[src/rtl/arduino_pixel_writer.sv]
// Host-write front end for the 64x48 framebuffer: decodes strobed command bytes from the Arduino,
// queues pixel writes and performs fills, writing the framebuffer only during blanking.
module arduino_pixel_writer #(
  parameter int unsigned FIFO_DEPTH = 4,
  parameter int unsigned NUM_PIXELS = 3072
) (
  input  logic        clk,
  input  logic        rst_n,
  input  logic [7:0]  bus_data,
  input  logic        bus_strobe,
  input  logic        active,
  output logic        wr_en,
  output logic [11:0] wr_addr,
  output logic [5:0]  wr_data,
  output logic        busy,
  output logic        overflow
);

  localparam int unsigned PtrW = $clog2(FIFO_DEPTH);
  localparam int unsigned CntW = PtrW + 1;
  localparam logic [11:0] LastAddr = 12'(NUM_PIXELS - 1);
  localparam logic [CntW-1:0] FullCnt = CntW'(FIFO_DEPTH);

  typedef enum logic [1:0] {
    StIdle,
    StFillWait,
    StFill
  } state_e;

  typedef enum logic [1:0] {
    OpAddrHi = 2'b00,
    OpAddrLo = 2'b01,
    OpPixel  = 2'b10,
    OpFill   = 2'b11
  } op_e;

  state_e state_q, state_d;

  // Strobe synchronizer and rising-edge detect
  logic strb_s1_q, strb_s2_q, strb_s3_q;
  logic pulse;

  always_ff @(posedge clk or negedge rst_n) begin
    if (!rst_n) begin
      strb_s1_q <= 1'b0;
      strb_s2_q <= 1'b0;
      strb_s3_q <= 1'b0;
    end else begin
      strb_s1_q <= bus_strobe;
      strb_s2_q <= strb_s1_q;
      strb_s3_q <= strb_s2_q;
    end
  end

  assign pulse = strb_s2_q & ~strb_s3_q;

  // Command decode
  op_e        op;
  logic [5:0] payload;
  logic [11:0] addr_q, addr_d;
  logic [5:0]  fill_color_q, fill_color_d;
  logic [11:0] fill_cnt_q, fill_cnt_d;
  logic        overflow_q;
  logic        push, drop, fill_cmd, fill_last, addr_valid;

  logic [CntW-1:0] cnt_q, cnt_d;
  logic [PtrW-1:0] wptr_q, rptr_q;
  logic [17:0]     mem_q [FIFO_DEPTH];
  logic [17:0]     head;
  logic            fifo_empty, fifo_full, fifo_pop;

  assign op         = op_e'(bus_data[7:6]);
  assign payload    = bus_data[5:0];
  assign fifo_empty = (cnt_q == '0);
  assign fifo_full  = (cnt_q == FullCnt);
  assign addr_valid = (32'(addr_q) < NUM_PIXELS);
  assign head       = mem_q[rptr_q];

  always_comb begin
    push         = 1'b0;
    drop         = 1'b0;
    fill_cmd     = 1'b0;
    addr_d       = addr_q;
    fill_color_d = fill_color_q;
    if (pulse) begin
      if (state_q != StIdle) begin
        drop = 1'b1;
      end else begin
        unique case (op)
          OpAddrHi: addr_d[11:6] = payload;
          OpAddrLo: addr_d[5:0]  = payload;
          OpPixel: begin
            // Out-of-range address silently restarts at 0 without queuing
            if (!addr_valid) begin
              addr_d = '0;
            end else if (fifo_full) begin
              drop = 1'b1;
            end else begin
              push   = 1'b1;
              addr_d = (addr_q == LastAddr) ? '0 : addr_q + 12'd1;
            end
          end
          OpFill: begin
            fill_cmd     = 1'b1;
            fill_color_d = payload;
          end
        endcase
      end
    end
    if (fill_last) begin
      addr_d = '0;
    end
  end

  always_ff @(posedge clk or negedge rst_n) begin
    if (!rst_n) begin
      addr_q       <= '0;
      fill_color_q <= '0;
      fill_cnt_q   <= '0;
      overflow_q   <= 1'b0;
    end else begin
      addr_q       <= addr_d;
      fill_color_q <= fill_color_d;
      fill_cnt_q   <= fill_cnt_d;
      if (drop) begin
        overflow_q <= 1'b1;
      end
    end
  end

  // Pixel FIFO; fullness uses the pre-pop count
  always_comb begin
    case ({push, fifo_pop})
      2'b10:   cnt_d = cnt_q + CntW'(1);
      2'b01:   cnt_d = cnt_q - CntW'(1);
      default: cnt_d = cnt_q;
    endcase
  end

  always_ff @(posedge clk or negedge rst_n) begin
    if (!rst_n) begin
      cnt_q  <= '0;
      wptr_q <= '0;
      rptr_q <= '0;
    end else begin
      cnt_q <= cnt_d;
      if (push) begin
        wptr_q <= wptr_q + PtrW'(1);
      end
      if (fifo_pop) begin
        rptr_q <= rptr_q + PtrW'(1);
      end
    end
  end

  always_ff @(posedge clk) begin
    if (push) begin
      mem_q[wptr_q] <= {addr_q, payload};
    end
  end

  // Fill counter
  assign fill_last = (state_q == StFill) && !active && (fill_cnt_q == LastAddr);

  always_comb begin
    fill_cnt_d = fill_cnt_q;
    if (fill_last) begin
      fill_cnt_d = '0;
    end else if ((state_q == StFill) && !active) begin
      fill_cnt_d = fill_cnt_q + 12'd1;
    end
  end

  // FSM: state register
  always_ff @(posedge clk or negedge rst_n) begin
    if (!rst_n) begin
      state_q <= StIdle;
    end else begin
      state_q <= state_d;
    end
  end

  // FSM: next state
  always_comb begin
    state_d = state_q;
    case (state_q)
      StIdle: begin
        if (fill_cmd) begin
          state_d = StFillWait;
        end
      end
      StFillWait: begin
        if (fifo_empty) begin
          state_d = StFill;
        end
      end
      StFill: begin
        if (fill_last) begin
          state_d = StIdle;
        end
      end
      default: state_d = StIdle;
    endcase
  end

  // FSM: outputs; address and data are forced to 0 when not writing
  always_comb begin
    wr_en    = 1'b0;
    wr_addr  = '0;
    wr_data  = '0;
    fifo_pop = 1'b0;
    case (state_q)
      StIdle, StFillWait: begin
        if (!fifo_empty && !active) begin
          wr_en    = 1'b1;
          wr_addr  = head[17:6];
          wr_data  = head[5:0];
          fifo_pop = 1'b1;
        end
      end
      StFill: begin
        if (!active) begin
          wr_en   = 1'b1;
          wr_addr = fill_cnt_q;
          wr_data = fill_color_q;
        end
      end
      default: ;
    endcase
  end

  assign busy     = (state_q != StIdle);
  assign overflow = overflow_q;

endmodule

[config.mk]
export PLATFORM = sky130hd
export DESIGN_NAME = arduino_pixel_writer
export DESIGN_NICKNAME = d
export VERILOG_FILES = /design/src/rtl/arduino_pixel_writer.sv
export SDC_FILE = /design/constraint.sdc
export NUM_CORES = 1
export LEC_CHECK = 0
export CORE_MARGIN = 4
export CORE_UTILIZATION = 35
export CTS_BUF_LIST = sky130_fd_sc_hd__clkbuf_2
export DETAILED_ROUTE_END_ITERATION = 8
export DONT_BUFFER_PORTS = 1
export GPL_ROUTABILITY_DRIVEN = 0
export SLEW_MARGIN = 10
export SYNTH_ARGS = -nofsm -noshare
export SYNTH_HDL_FRONTEND = slang
export SYNTH_SLANG_ARGS = --single-unit
[constraint.sdc]
create_clock -name clk -period 3.6 [get_ports clk]
set_clock_uncertainty 0.1 [all_clocks]
set_input_delay 0.72 -clock clk [delete_from_list [all_inputs] [get_ports clk]]
set_output_delay 0.72 -clock clk [all_outputs]
set_load 0.03 [all_outputs]
==> summary.txt <==
Status
  – Status: completed

Final layout
  – Multi-input logic area: 0.001714 mm2
  – Fraction of layout cells with a size suffix above 1: 18.30%
  – Register area: 0.003238 mm2
  – Layout net count: 406
  – Final Instance Count excl. Fillers: between 500 and 600
  – Design area: 0.005767 mm2
  – N_diodes: 0
  – Area Overhead vs Synth: 14.17%
  – Filler cells: 1289
  – Finished Core Util: 41.23%

Synthesis
  – Avg Inst Size Synth: between 10 and 15 um2
  – Synthesized Nets: 375
  – Yosys warning count: 0
  – Netlist cell types: 53
  – Synth Area in XOR/XNOR: 2.428%
  – Post-synth EDFFs: roughly 70
  – Post-synthesis cell count: 355
  – Synthesized-area fraction occupied by adder cells: 2.130%
  – Synth Cell Area: 0.005051 mm2
  – Top FF cell, synth: edfxtp_1
  – Seq/Total Area, Yosys: 64.11%
  – Mux cell area share after synthesis: 9.958%
  – Compound-gate portion of the synthesized area: 8.150%
  – Largest family of logic cells by synthesized area: simple AND/OR/NAND/NOR gates
  – Ys async rst share: 37.39%
  – Flip-flop and latch count after synthesis: 115
  – Area share of and/or/nand/nor cells after synthesis: 11.12%

Detailed routing
  – Post-DRT Antenna Nets: 0
  – Vias per cell: 5.361
  – Number of DRC markers in iteration 0: 276
  – Total routed wirelength: 11.00 mm
  – First-pass DRT Iterations: 5
  – DR vias: 3104
  – Wire per inst: 19.01 um
  – DRC Markers: 0

Timing
  – RSZ-0062 raised after global routing: false
  – Least-Margin Pin Slew: 0.8231 ns
  – Final setup viols: 0
  – Tmin final: 3.135 ns
  – Tcrit/Tclk final: between 80 and 90%
  – Setup TNS: 0 ns
  – Max Clk Rate: 319.0 MHz
  – Slew margin rel.: 44.75%
  – Final Max Slew Viols: 0
  – Fin. Hold Viols: 0

Global routing
  – Initial antenna violation count: 0
  – Congestion Overflow GR: 0
  – Gr usage total: 14.54%
  – First-pass GRT wire length: 17.74 mm
  – Vias in the first global route: around 3200
  – Largest net degree at the start of global routing: 44

Clocking
  – Worst-path clk slew: 0.17 ns
  – Setup bufs post-CTS: 0
  – CTS Root Cell: clkbuf_2
  – CTS Buf Count: 17
  – CTS tree: yes
  – H-tree levels: 4
  – CTS max path bufs: 2
  – Clock Sink Count: 115
  – Worst-Skew Late Latency: 0.65 ns

Power and ir drop
  – NetSw: 658.9 uW
  – VDD IR max: 0.0002281 V
  – Sw frac: 24.58%
  – Internal: 2.022 mW
  – Clock network fraction of design power: 38.3%
  – Logic pwr share: 6.6%
  – Total power per unit cell area: between 400 and 500 mW/mm2
  – Lkg Pwr: roughly 2.2 nW
  – Seq pwr share: a little under three fifths

Critical path
  – CP Max Fanout: 20
  – Critical path arrival: 2.31 ns
  – Startpoint Class: flip-flop
  – WP data required: 2.78 ns
  – Critical path type: flip-flop to primary output
  – CP endpoint kind: primary output

Die
  – Starting Density: 36.11%
  – Row cnt: 43
  – I/O pin cnt: 33
  – Overall die height: 128.1 um
  – Core Box Area: 0.01399 mm2
  – Chip Width: 128.1 um
  – Die area: 0.01642 mm2

Place
  – Inst Count DP: 532
  – Final HPWL DP: between 7 and 8 mm
  – Placed cell area: 0.005301 mm2
  – IO Port Bufs: 0

Job
  – Max-cap violations: 0

Worst hold path
  – HP Class: primary input to flip-flop
[worst max-delay path, cell delays in order (launching register included)]
cell and delay [ns]:
dfrtp_1 0.36, buf_4 0.35, mux4_2 0.59, a22o_1 0.36
[synth_stat cells, drive strengths merged, types with 2 or more instances]
cell type	number	area [um2]
a211oi	2	15.01
a21oi	5	25.02
a22o	18	157.7
a22oi	2	15.01
a31oi	2	12.51
and2	6	37.54
and3	3	18.77
buf	5	35.03
clkbuf	10	37.54
dfrtp	43	1076
edfxtp	72	2162
ha	7	87.58
inv	9	33.78
mux2	6	67.56
mux2i	3	30.03
mux4	18	405.4
nand2	22	82.58
nand2b	6	37.54
nand3	15	75.07
nand3b	2	15.01
nand4	7	43.79
nor2	22	82.58
nor3	10	50.05
o21ai	18	90.08
o31ai	3	22.52
or2	3	18.77
or3b	3	26.28
or4	2	18.77
xnor2	6	52.55
xor2	8	70.07
[logic make-up (layout without fill, tap and decap cells)]
| family | Yosys count | after routing |
|---|---|---|
| flip-flops | 115 | 115 |
| AND/OR/NAND/NOR | 108 | 108 |
| AO/OA/AOI/OAI | 59 | 59 |
| multiplexers | 27 | 27 |
| buffers and inverters | 24 | 68 |
| XOR/XNOR | 14 | 14 |
| adder cells (fa/ha/maj) | 8 | 8 |
[power by group through the flow]
stage	sequential (mW)	clock, mW	combinational, mW
global placement	1.51	0	0.147
floorplan	1.49	0	0.129
finish	1.48	1.03	0.176
detailed placement	1.51	0	0.148
global route	1.48	1.12	0.194
CTS	1.48	1.05	0.173
[placed cells by master (no fill, tap or decap), types with 7 or more instances in the layout]
cell | synthesis | final
nor2_1 | 22 | 21
nand3_1 | 15 | 15
xor2_1 | 8 | 8
mux4_2 | 18 | 18
nor3_1 | 10 | 9
dfrtp_1 | 43 | 43
ha_1 | 7 | 7
inv_1 | 9 | 9
o21ai_0 | 15 | 15
nand4_1 | 7 | 7
a22o_1 | 18 | 18
edfxtp_1 | 72 | 72
clkbuf_2 | 0 | 17
dlygate4sd3_1 | 0 | 14
buf_4 | 0 | 12
nand2_1 | 22 | 22
[metrics by stage]
stage / hold WS, ns / power (mW) / setup WS (ns)
after global routing: 0.03746 / 2.800 / 0.2391
after global placement: 0.2391 / 1.653 / 0.9388
final: 0.1421 / 2.681 / 0.4653
after floorplan: 0.2312 / 1.621 / 0.8691
after detailed placement: 0.2428 / 1.654 / 0.8437
after CTS: 0.02038 / 2.703 / 0.3463
[registers in the layout (all words and copies together) (netlist names)]
signal        flops
mem_q            72
strb_s2_q         1
rptr_q            2
wptr_q            2
addr_q           12
fill_cnt_q       12
overflow          1
strb_s1_q         1
strb_s3_q         1
fill_color_q      6
state_q           2
cnt_q             3
[what timing repair did]
item,in CTS,in global routing
endpoints found under the hold margin,68,6
gates resized for setup,0,0
hold buffers,9,6
setup endpoints to repair,0,0
[per-layer routing]
layer / wire [um] / GRT usage (%) / share of wire [%]
met1: 5131 / 19.48 / 47
met2: 4998 / 21.41 / 45
met3: 723 / 5.750 / 6.6
met4: 150 / 5.306 / 1.4
met5: 0 / 0 / 0
[worst paths after layout]
| kind | start | endpoint | slack, ns | cells past startpoint |
|---|---|---|---|---|
| min in group asynchronous | rst_n | strb_s1_q$_DFF_PN0_ | 0.44 | 2 |
| worst max-delay path | rptr_q[0]$_DFFE_PN0P_ | wr_addr[2] | 0.47 | 3 |
| worst min-delay path | bus_data[4] | addr_q[4]$_DFFE_PN0P_ | 0.14 | 2 |
| worst max register to register | state_q[1]$_DFFE_PN0P_ | addr_q[9]$_DFFE_PN0P_ | 1.00 | 5 |
| max in group asynchronous | rst_n | fill_cnt_q[7]$_DFFE_PN0P_ | 2.74 | 2 |
| worst min register to register | strb_s1_q$_DFF_PN0_ | strb_s2_q$_DFF_PN0_ | 0.28 | 0 |
[area by class of cell]
cell class / count / share of cell area (%)
Clock buffer: 17 / 1.475
Tap cell: 180 / 3.905
Multi-Input combinational cell: 216 / 29.72
Clock inverter: 15 / 3.688
Inverter: 9 / 0.5858
Timing Repair Buffer: 27 / 4.470
Sequential cell: 115 / 56.15
Power figures use the tool's default switching activity.
